[config.mk]
export PLATFORM = sky130hd
export DESIGN_NAME = sc_shift_seq
export DESIGN_NICKNAME = d
export VERILOG_FILES = /design/src/rtl/sc_shift_seq.sv
export SDC_FILE = /design/constraint.sdc
export NUM_CORES = 1
export LEC_CHECK = 0
export CELL_PAD_IN_SITES_DETAIL_PLACEMENT = 1
export CELL_PAD_IN_SITES_GLOBAL_PLACEMENT = 2
export CORE_MARGIN = 5
export CORE_UTILIZATION = 27
export CTS_CLUSTER_SIZE = 10
export DETAILED_ROUTE_END_ITERATION = 7
export PLACE_DENSITY = 0.77
export SLEW_MARGIN = 30
export SYNTH_ARGS = -nofsm -noshare
export SYNTH_HDL_FRONTEND = slang
export SYNTH_SLANG_ARGS = --single-unit
[constraint.sdc]
create_clock -name clk -period 2.1 [get_ports clk]
set_clock_uncertainty 0.1 [all_clocks]
set_input_delay 0.63 -clock clk [delete_from_list [all_inputs] [get_ports clk]]
set_output_delay 0.63 -clock clk [all_outputs]
set_load 0.01 [all_outputs]
[src/rtl/sc_shift_seq.sv]
// rtl/sc_shift_seq.sv - shift-count loop sequencer (IDLE/RUN/DONE) issuing datapath shift steps
module sc_shift_seq (
  input  logic       clk,
  input  logic       reset,
  input  logic       start,
  input  logic [0:9] count,
  input  logic       norm_mode,
  input  logic       norm_hit,
  input  logic       hold,
  input  logic       abort,
  output logic       busy,
  output logic       shift_en,
  output logic       done,
  output logic [0:9] SC,
  output logic [0:5] steps,
  output logic       sat,
  output logic       norm_stop
);

  // Largest shift a single loop may perform; larger positive counts are clamped.
  localparam logic [9:0] SC_MAX    = 10'd36;
  localparam logic [5:0] STEPS_MAX = 6'd36;

  typedef enum logic [1:0] {
    ST_IDLE = 2'd0,
    ST_RUN  = 2'd1,
    ST_DONE = 2'd2
  } state_e;

  state_e     state_q, state_d;
  logic [9:0] sc_q, sc_d;
  logic [5:0] steps_q, steps_d;
  logic       sat_q, sat_d;
  logic       norm_stop_q, norm_stop_d;
  logic       norm_mode_q, norm_mode_d;
  logic       done_q, done_d;
  logic       busy_q, busy_d;
  logic       shift_en_c;

  // Count arrives with bit 0 as the sign; work internally with a descending range.
  logic [9:0] count_v;
  logic       count_neg;
  logic       count_zero;
  logic       count_big;

  assign count_v = count;

  // Classify the requested count for the load decision.
  always_comb begin
    count_neg  = count_v[9];
    count_zero = (count_v == 10'd0);
    count_big  = !count_v[9] && (count_v >= SC_MAX);
  end

  // Next-state and datapath control: load in IDLE, prioritised step loop in RUN.
  always_comb begin
    state_d     = state_q;
    sc_d        = sc_q;
    steps_d     = steps_q;
    sat_d       = sat_q;
    norm_stop_d = norm_stop_q;
    norm_mode_d = norm_mode_q;
    shift_en_c  = 1'b0;
    done_d      = 1'b0;
    busy_d      = 1'b0;

    case (state_q)
      ST_IDLE: begin
        if (start) begin
          steps_d     = 6'd0;
          norm_mode_d = norm_mode;
          sat_d       = 1'b0;
          norm_stop_d = 1'b0;
          if (count_neg || count_zero) begin
            // Nothing to shift: report completion straight away.
            sc_d    = count_v;
            state_d = ST_DONE;
          end else if (count_big) begin
            sc_d    = SC_MAX;
            sat_d   = 1'b1;
            state_d = ST_RUN;
          end else begin
            sc_d    = count_v;
            state_d = ST_RUN;
          end
        end
      end

      ST_RUN: begin
        if (abort) begin
          // Cancel silently; SC and steps keep the partial progress.
          state_d = ST_IDLE;
        end else if (hold) begin
          state_d = ST_RUN;
        end else if (norm_mode_q && norm_hit) begin
          norm_stop_d = 1'b1;
          state_d     = ST_DONE;
        end else if (sc_q == 10'd0) begin
          // Cannot occur from a legal load; finish rather than underflow SC.
          state_d = ST_DONE;
        end else begin
          shift_en_c = 1'b1;
          sc_d       = sc_q - 10'd1;
          if (steps_q != STEPS_MAX) begin
            steps_d = steps_q + 6'd1;
          end
          if (sc_q == 10'd1) begin
            state_d = ST_DONE;
          end
        end
      end

      ST_DONE: begin
        state_d = ST_IDLE;
      end

      default: begin
        state_d = ST_IDLE;
      end
    endcase

    // Flag outputs are registered decodes of the state being entered.
    done_d = (state_d == ST_DONE);
    busy_d = (state_d != ST_IDLE);
  end

  // State and result registers; reset abandons any loop without a done pulse.
  always_ff @(posedge clk or posedge reset) begin
    if (reset) begin
      state_q     <= ST_IDLE;
      sc_q        <= 10'd0;
      steps_q     <= 6'd0;
      sat_q       <= 1'b0;
      norm_stop_q <= 1'b0;
      norm_mode_q <= 1'b0;
      done_q      <= 1'b0;
      busy_q      <= 1'b0;
    end else begin
      state_q     <= state_d;
      sc_q        <= sc_d;
      steps_q     <= steps_d;
      sat_q       <= sat_d;
      norm_stop_q <= norm_stop_d;
      norm_mode_q <= norm_mode_d;
      done_q      <= done_d;
      busy_q      <= busy_d;
    end
  end

  assign busy      = busy_q;
  assign shift_en  = shift_en_c;
  assign done      = done_q;
  assign SC        = sc_q;
  assign steps     = steps_q;
  assign sat       = sat_q;
  assign norm_stop = norm_stop_q;

endmodule

* Word-level counts from Yosys, hierarchy flattened
Index checks and enable logic that the tools add are counted.
** Storage, ports and cells
- Flip-flop bits (word level) :: 23
- Input port bits :: 17
- Output and inout bits :: 21
- Logic and storage cells :: 70
** Operators by class
- Add/subtract/negate cells :: 2
- $lt $le $gt $ge :: 1
- Equality and inequality tests :: 11
- Muxes and demuxes :: 35
- Reduce and logical (&&, ||, !) cells :: 13
** Operators by type and width (count)
- $mux W10 :: 7
- $mux W6 :: 6
- $logic_not A10 Y1 :: 2
- $pmux W10 S2 :: 1
- $mux W2 :: 7
- $ne A2 B2 Y1 const B :: 7
- $pmux W6 S2 :: 1
- $mux W1 :: 11
- $eq A10 B1 Y1 const B :: 1
- $ge A10 B6 Y1 const B :: 1
- $sub A10 B1 Y10 const B :: 1
- $reduce_and A7 Y1 :: 1
- $add A6 B1 Y6 const B :: 1
- $ne A6 B6 Y1 const B :: 1
- $reduce_and A6 Y1 :: 1
- $reduce_and A5 Y1 :: 1
- $pmux W2 S2 :: 1
- $reduce_bool A2 Y1 :: 2
- $eq A2 B1 Y1 const B :: 1
- $eq A2 B2 Y1 const B :: 1
- $logic_and A1 B1 Y1 :: 2
- $logic_not A2 Y1 :: 1
- $pmux W1 S2 :: 1
- $reduce_and A2 Y1 :: 1
- 2 further kinds :: 2

* Depth between registers and ports, before layout
Gate-level depths: netlist (run 1).
- Depth after elaboration :: 8
- Depth in mapped cells :: 7
- Gate-level depth less buffers :: 6

* Least setup slack after synthesis (run 1)
OpenSTA, ideal clock, no wires.
- Path type :: flip-flop to output port
- From :: register sc_q[2] (netlist: SC[7])
- To :: output shift_en
- Arrival :: 1.510 ns
- Slack :: -0.140 ns
- Stages on the path, launching flop included :: 6
- Cells stage by stage :: dfrtp_1 -> buf_6 -> or3_1 -> o41ai_2 -> buf_4 -> nor2_1
** On the way
- Word-level cells in the longest chain between the ends :: 6
** RTL lines
- from (decl) :: line 31 : logic [9:0] sc_q, sc_d;
- from (signal assigned) :: line 131 : sc_q <= 10'd0;
- from (signal assigned) :: line 140 : sc_q <= sc_d;
- $logic_not A10 Y1 :: line 98 : end else if (sc_q == 10'd0) begin
- $mux W1 :: line 98
- $mux W1 :: line 95 : end else if (norm_mode_q && norm_hit) begin
- $mux W1 :: line 93 : end else if (hold) begin
- $mux W1 :: line 90 : if (abort) begin
- $mux W1 :: line 67 : case (state_q)
- to (decl) :: line 12 : output logic shift_en,
Every way passes these cells.

* Final worst setup path (run 1)
- From :: register sc_q[3] (netlist: SC[6])
- To :: output shift_en
Same word-level chain as after synthesis.

==> results of run 1 <==
power by group through the flow:
stage	clock (µW)	sequential (µW)	combinational [µW]
3_5_place_dp	0	577	973
6_report	290	575	1050
3_3_place_gp	0	573	960
4_1_cts	295	571	1030
2_1_floorplan	0	649	392
5_1_grt	314	587	1140
layout make-up:
class | count | area, µm²
repair buffers | 93 | 820
multi-input cells | 133 | 1010
clock inverters | 1 | 5.00
fillers | 706 | 3240
flip-flops and latches | 23 | 576
inverters | 8 | 30.0
well taps | 75 | 93.8
clock buffers | 3 | 41.3
metal layers:
metal  vias up  track usage  wire length (µm)
li1        829            -                 -
met1       818        0.200              2420
met2        47        0.247              2660
met3         6       0.0190               293
met4         0       0.0439                60
met5         -            0                 0
cell usage after synthesis (all sizes together), types with 5 or more instances:
| master | number | share of area |
|---|---|---|
| nand2 | 16 | 0.038 |
| o22ai | 5 | 0.020 |
| mux2i | 8 | 0.050 |
| a211oi | 5 | 0.024 |
| a31oi | 9 | 0.035 |
| ha | 5 | 0.039 |
| nor2 | 16 | 0.038 |
| a21oi | 8 | 0.025 |
| o21ai | 6 | 0.028 |
| inv | 8 | 0.019 |
| dfrtp | 23 | 0.36 |
| nor3 | 5 | 0.016 |
registers in the layout, indices dropped and copies added (netlist names):
signal	cells
norm_mode_q	1
steps	6
sat	1
SC	10
done	1
busy	1
norm_stop	1
state_q	2
what timing repair did:
item | CTS | global route
endpoints found under the hold margin | 0 | 0
pin swaps | 7 | 7
setup buffers | 8 | 3
resized for setup | 31 | 11
endpoints found under the setup margin | 17 | 17
worst max path at each step:
| stage | to | depth (start not counted) |
|---|---|---|
| floorplan | shift_en | 5 |
| global placement | shift_en | 4 |
| detailed placement | shift_en | 4 |
| CTS | shift_en | 4 |
| global route | shift_en | 4 |
| finish | shift_en | 4 |
through the flow:
stage | total power [µW] | setup WS (ps) | utilization | cells | instance area [µm²]
after global routing | 2040 | -320 | 0.443 | 336 | 2570
final | 1920 | -272 | 0.443 | 336 | 2570
after global placement | 1530 | -894 | 0.406 | 322 | 2360
after detailed placement | 1550 | -926 | 0.406 | 322 | 2360
after CTS | 1900 | -324 | 0.432 | 334 | 2510
after floorplan | 1040 | -114 | - | 172 | 1620
kinds of logic (layout without fill, tap and decap cells):
family / after synthesis / in the layout / share of synthesized area
buffers and inverters: 16 / 105 / 0.0567
AND/OR/NAND/NOR: 66 / 66 / 0.223
adder cells (fa/ha/maj): 5 / 5 / 0.0394
flip-flops: 23 / 23 / 0.362
multiplexers: 8 / 8 / 0.0504
AO/OA/AOI/OAI: 54 / 54 / 0.269
critical path, cell delays in order, from the launching register on:
cell and delay [ps]:
dfrtp_1 400, or3_4 420, o41ai_4 380, nor2_4 50, buf_6 120
==> summary by stage, run 1 <==
Layout
The diode insertion count for antenna repair is 0. In the layout the commonest cells are buf_4, clkdlybuf4s50_1, dfrtp_1. Leaving out fill and tap cells, the most frequent cell in the layout is buf_4. The fraction of final layout cells with drive strength greater than 1 is 0.341.

In the final design database the tool counted between 200 and 300 nets. Relative to the synthesized area, the layout overhead comes to 62.0%.

Logic synthesis
The mapped netlist covers ~1600 µm². After synthesis, the share of flip-flops with an asynchronous set or reset is 1.00. Yosys printed 0 warnings. In this run, synthesis inferred 0 flip-flops with an integrated enable. The share of the Yosys chip area taken by registers is 0.362. The number of unique standard cell types used by synthesis is 52. The number of nets produced by synthesis is about 190.

Synthesis produced a netlist whose cell count is about 170. Counting flops and latches in the post-synthesis netlist gives 23. The post-synthesis average cell area is 9.24 µm². In the synthesized netlist the dominant register cell turns out to be dfrtp_1.

Place
The wire-length estimate of the detail-placed layout is 4070 µm. The quantity of I/O buffers inserted on ports is 37. Routability-driven placement finished with a final weighted congestion of 0.817.

CTS
The worst-case clock buffer depth is 2. The hold buffer count at cts is 0. The cell sitting at the root of the clock tree is a clkbuf_8.

The clock buffer count from CTS is 3. Clock-pin slew was measured on the worst setup and hold paths at 90 ps. At the later pin of the worst-skew pair, clock insertion delay measures between 200 and 300 ps. CTS built an H-tree with a depth of 1. TritonCTS built the clock tree. The number of sinks on the clock net is 23.

Pwr
Summed over all cells, the static leakage comes to 0.00118 µW. Internal power comes to 1200 µW. The relative contribution of sequential cells to total power is 0.300. In this run the power density over the cells is around 740 nW/µm². For this design the total switching power over the nets is 715 µW. The share of total power dissipated in the clock network is 0.152. The worst ir drop on vdd is 0.297 mV.

The portion of total power attributed to combinational logic is 0.548. The fraction of power spent switching nets is 0.373.

Hold path
The path category of the worst min-delay check is register to register. For hold timing, the worst endpoint is sat. The startpoint identified for the worst hold timing path is sat. Counting instances, the worst hold path has a depth of 2.

Global route
The overall fraction of global-route tracks in use is 0.148. The first global-routing pass estimated 8790 µm of wire. The number of antenna violations at the first check in global routing is 0. The remaining global-route overflow is 0. Entering global routing, the biggest net connects 24 pins.

The number of global-route vias before repair came to 1784.

STA
The final setup violation count is 13. Hold timing on the final database bottoms out at a slack of 402 ps. The sum of negative setup slack is -922 ps. The relative slew slack is 0.534.

Setup repair after global routing could not meet its margin everywhere. The final hold violation count came to 0. The slack of the critical path is -272 ps.

In the finished design, the share of the clock period the worst path needs comes to 1.13. For the pin with the worst max-slew slack, the measured transition is 700 ps. For this run, the top clock speed supported by timing is ~420 MHz.

After layout, the minimum clock period comes to 2370 ps. The count of pins over their slew limit is 0.

Critical path
In this run the critical register-to-register path is launched from SC[6]. For the worst flop-to-flop path, the logic depth is 7. The startpoint-to-endpoint class of the critical path is register to output pin. The startpoint class of the critical path is a register. The required time of the critical path is 1370 ps. STA puts the critical path data arrival time at 1640 ps. The most critical setup path has its startpoint at SC[6]. In this run the worst path has a maximum fanout of 2. The critical path capture point type is an output pin. The capture instance of the worst register-to-register path is steps[2]. For flop-to-flop paths, the worst setup slack is -100 ps.

Routing
In this run, the number of DRC markers left after iteration 0 of detailed routing was 89. Across all layers, the routed design uses 1700 vias. The average wire per standard cell is roughly 16 µm. The routed wire length is 5440 µm. Before antenna repair, the detailed router went through 4 iterations. The vias per cell is slightly above 5. For this run, design rule violations remaining after detail routing come to 0. The remaining antenna violation count after routing is 0.

Floorplanning
The placeable core region is 5820 µm². Row generation in the floorplan step produced 28 rows. The initial utilization of the core area, before any placement, comes to 0.273.

In this run the count of I/O pins placed on the die edge is 38. The total die area is between 7000 and 8000 µm². The width of the chip is 86.7 µm. The die is 86.7 µm tall.

Run status
The flow ran to the end, but the final reports show violations. The final reports fail on setup timing.

Job
Max-cap violations in this run came to 0.
(Power assumes the default switching activity.)
==> run 2: changes to the inputs <==
CELL_PAD_IN_SITES_DETAIL_PLACEMENT = 0   (was 1)
CELL_PAD_IN_SITES_GLOBAL_PLACEMENT = 1   (was 2)
CORE_UTILIZATION = 33   (was 27)
PLACE_DENSITY = 0.76   (was 0.77)
==> summary by stage, run 2 (synthesis gave the netlist of run 1 again) <==
Run status
Outcome: finished, violations left (unchanged). Violated checks: setup timing (unchanged).

Critical path
The startpoint-to-endpoint class of the critical path was primary input to output pin (was register to output pin). The arrival time at the worst endpoint was 1620 ps (was 1640 ps). The cell depth of the worst flop-to-flop path is 7 (unchanged). The biggest fanout along the worst timing path is 2 (unchanged). The critical path capture point type was an output pin (unchanged). The required time of the critical path came to 1370 ps (about the same). The capture instance of the worst register-to-register path is SC[8] (was steps[2]). The startpoint class of the critical path is a primary input (was register). The worst flop-to-flop path startpoint is SC[0] (was SC[6]). The reg2reg setup slack is -150 ps (was -100 ps). The source of the critical timing path is abort (was SC[6]).

STA
The slew at the pin closest to its max-slew limit is 627 ps (was 700 ps). Setup repair after global routing missed its margin: true (unchanged). The slack of the critical path is -252 ps (was -272 ps).

The sum of negative setup slack is -1500 ps (was -922 ps). The final cycle utilization of the critical path is 1.12 (was 1.13). The count of pins over their slew limit is 0 (unchanged).

The maximum achievable frequency was 425 MHz (was 422 MHz). The final hold violation count is 0 (unchanged). The final setup violation count is 13 (unchanged). The worst hold slack across all endpoints is 400 ps (was 402 ps). The relative slew slack is 0.582 (was 0.534). The time the worst path needs with I/O delays and setup is 2350 ps (was 2370 ps).

Global route
The number of global-route vias before repair is 1570 (was 1784). The remaining global-route overflow is 0 (unchanged). The number of antenna violations at the first check in global routing is 0 (unchanged).

The first-pass GRT wire length came to 7610 µm (was 8790 µm). The overall fraction of global-route tracks in use came to 0.155 (was 0.148). The maximum number of pins on one net before global-route repair is 24 (unchanged).

Place
The global placement routability congestion is 0.789 (was 0.817). The sum of net half-perimeters after detailed placement is 3610 µm (was 4070 µm). The quantity of I/O buffers inserted on ports is 37 (unchanged).

The cell area reported after detailed placement is 2340 µm² (was 2360 µm²).

CTS
The H-tree level count was 1 (unchanged). The cell at the root of the clock tree is clkbuf_8 (unchanged). The number of sinks on the clock net is 23 (unchanged). The clock network latency to the later pin of the worst-skew pair is 280 ps (was 270 ps). The clock tree from TritonCTS is yes (unchanged). The clock-pin slew reported for the worst setup and hold paths after clock tree synthesis is 90 ps (about the same). The worst-case clock buffer depth is 2 (unchanged). The hold buffer count at cts is 0 (unchanged). The clock buffer count from CTS is 3 (unchanged).

Layout
The most common cell after layout, fill and taps aside was buf_4 (unchanged). The finished layout cell area is 2500 µm² (was 2570 µm²). The net count reported at finish is 278 (was 284). The diode insertion count for antenna repair is 0 (unchanged).

The total of fill cells in the finished design is 444 (was 706). The core occupancy in the finished layout was 0.532 (was 0.443). The layout-stage area growth over the synthesis result came to 57.1% (was 62.0%).

Most frequent cells in the layout: buf_4, clkdlybuf4s50_1, dfrtp_1 (unchanged). The number of flip-flops under the largest register name is 10 (unchanged). The fraction of final layout cells with drive strength greater than 1 is 0.314 (was 0.341).

Routing
The routed wire length is 4760 µm (was 5440 µm). The vias per cell is 5.34 (was 5.06). The number of optimization iterations in the first detailed-route pass is 4 (unchanged). The via count is 1651 (was 1700).

The starting DRC count in detailed routing is 95 (was 89). The final routed DRC violation total is 0 (unchanged). The average wire per standard cell came to 15.4 µm (was 16.2 µm). The remaining antenna violation count after routing is 0 (unchanged).

Floorplanning
The count of boundary I/O pins is 38 (unchanged). The placeable core region came to 4690 µm² (was 5820 µm²). The width of the chip came to 79.4 µm (was 86.7 µm). The height of the die is 79.4 µm (was 86.7 µm). The number of standard-cell rows in the floorplan is 25 (was 28).

The total die area is 6300 µm² (was 7520 µm²). The initial cell density of the core is 0.339 (was 0.273).

Job
The number of max-capacitance violations reported came to 0 (unchanged).

Hold path
The path category of the worst min-delay check is register to register (unchanged). The worst hold endpoint was sat (unchanged). The beginning of the worst hold path is sat (unchanged).

The cell depth of the worst min-delay path is 2 (unchanged).

Pwr
The total power divided by cell area is 758 nW/µm² (was 744 nW/µm²). The worst ir drop on vdd was 0.483 mV (was 0.297 mV). The leakage power of the design is 0.00114 µW (was 0.00118 µW). The total power draw is 1890 µW (was 1920 µW).
==> run 2: cell types whose count changed in the layout (fill, tap and decap cells not counted), sizes merged <==
cell,previous run,this run
buf,59,51
clkdlybuf4s50,27,30
dlygate4sd2,3,2
==> run 2: how the worst max path moves through the flow <==
stage / end / slack (ps)
6_report: shift_en / -250
5_1_grt: shift_en / -300
4_1_cts: shift_en / -330
3_5_place_dp: shift_en / -920
3_3_place_gp: shift_en / -890
2_1_floorplan: shift_en / -110
==> run 2: metal layers <==
metal,up-vias,wire (µm),global-route usage
li1,818,-,-
met1,779,2200,0.210
met2,49,2210,0.244
met3,5,274,0.0316
met4,0,70,0.0550
met5,-,0,0
==> run 2: layout make-up <==
type                    count  area (µm²)  area share
well taps                  54        67.6      0.0271
repair buffers             87         773       0.310
multi-input cells         133        1000       0.402
clock inverters             1        5.00     0.00201
clock buffers               3        41.3      0.0165
flip-flops and latches     23         576       0.231
inverters                   8        30.0      0.0120
==> run 2: critical path, cell delays in order <==
cell	delay, ps
dlygate4sd2_1	240
or4b_4	530
nor2_4	120
buf_6	100
==> run 2: what timing repair did <==
action | 4_1_cts | 5_1_grt
pin swaps | 5 | 9
setup endpoints to repair | 16 | 15
gates resized for setup | 13 | 17
gates cloned | 0 | 0
setup buffers | 0 | 4
==> run 2: stage by stage <==
step                      cells  worst slack, ps
after floorplan             172             -114
after global placement      301             -893
after detailed placement    301             -918
after CTS                   305             -328
after global routing        309             -302
final                       309             -252
==> run 2: power breakdown <==
part,switching (µW),total (µW),internal (µW)
combinational,486,1030,540
clock,162,295,133
sequential,48.9,571,522
total,696,1890,1190
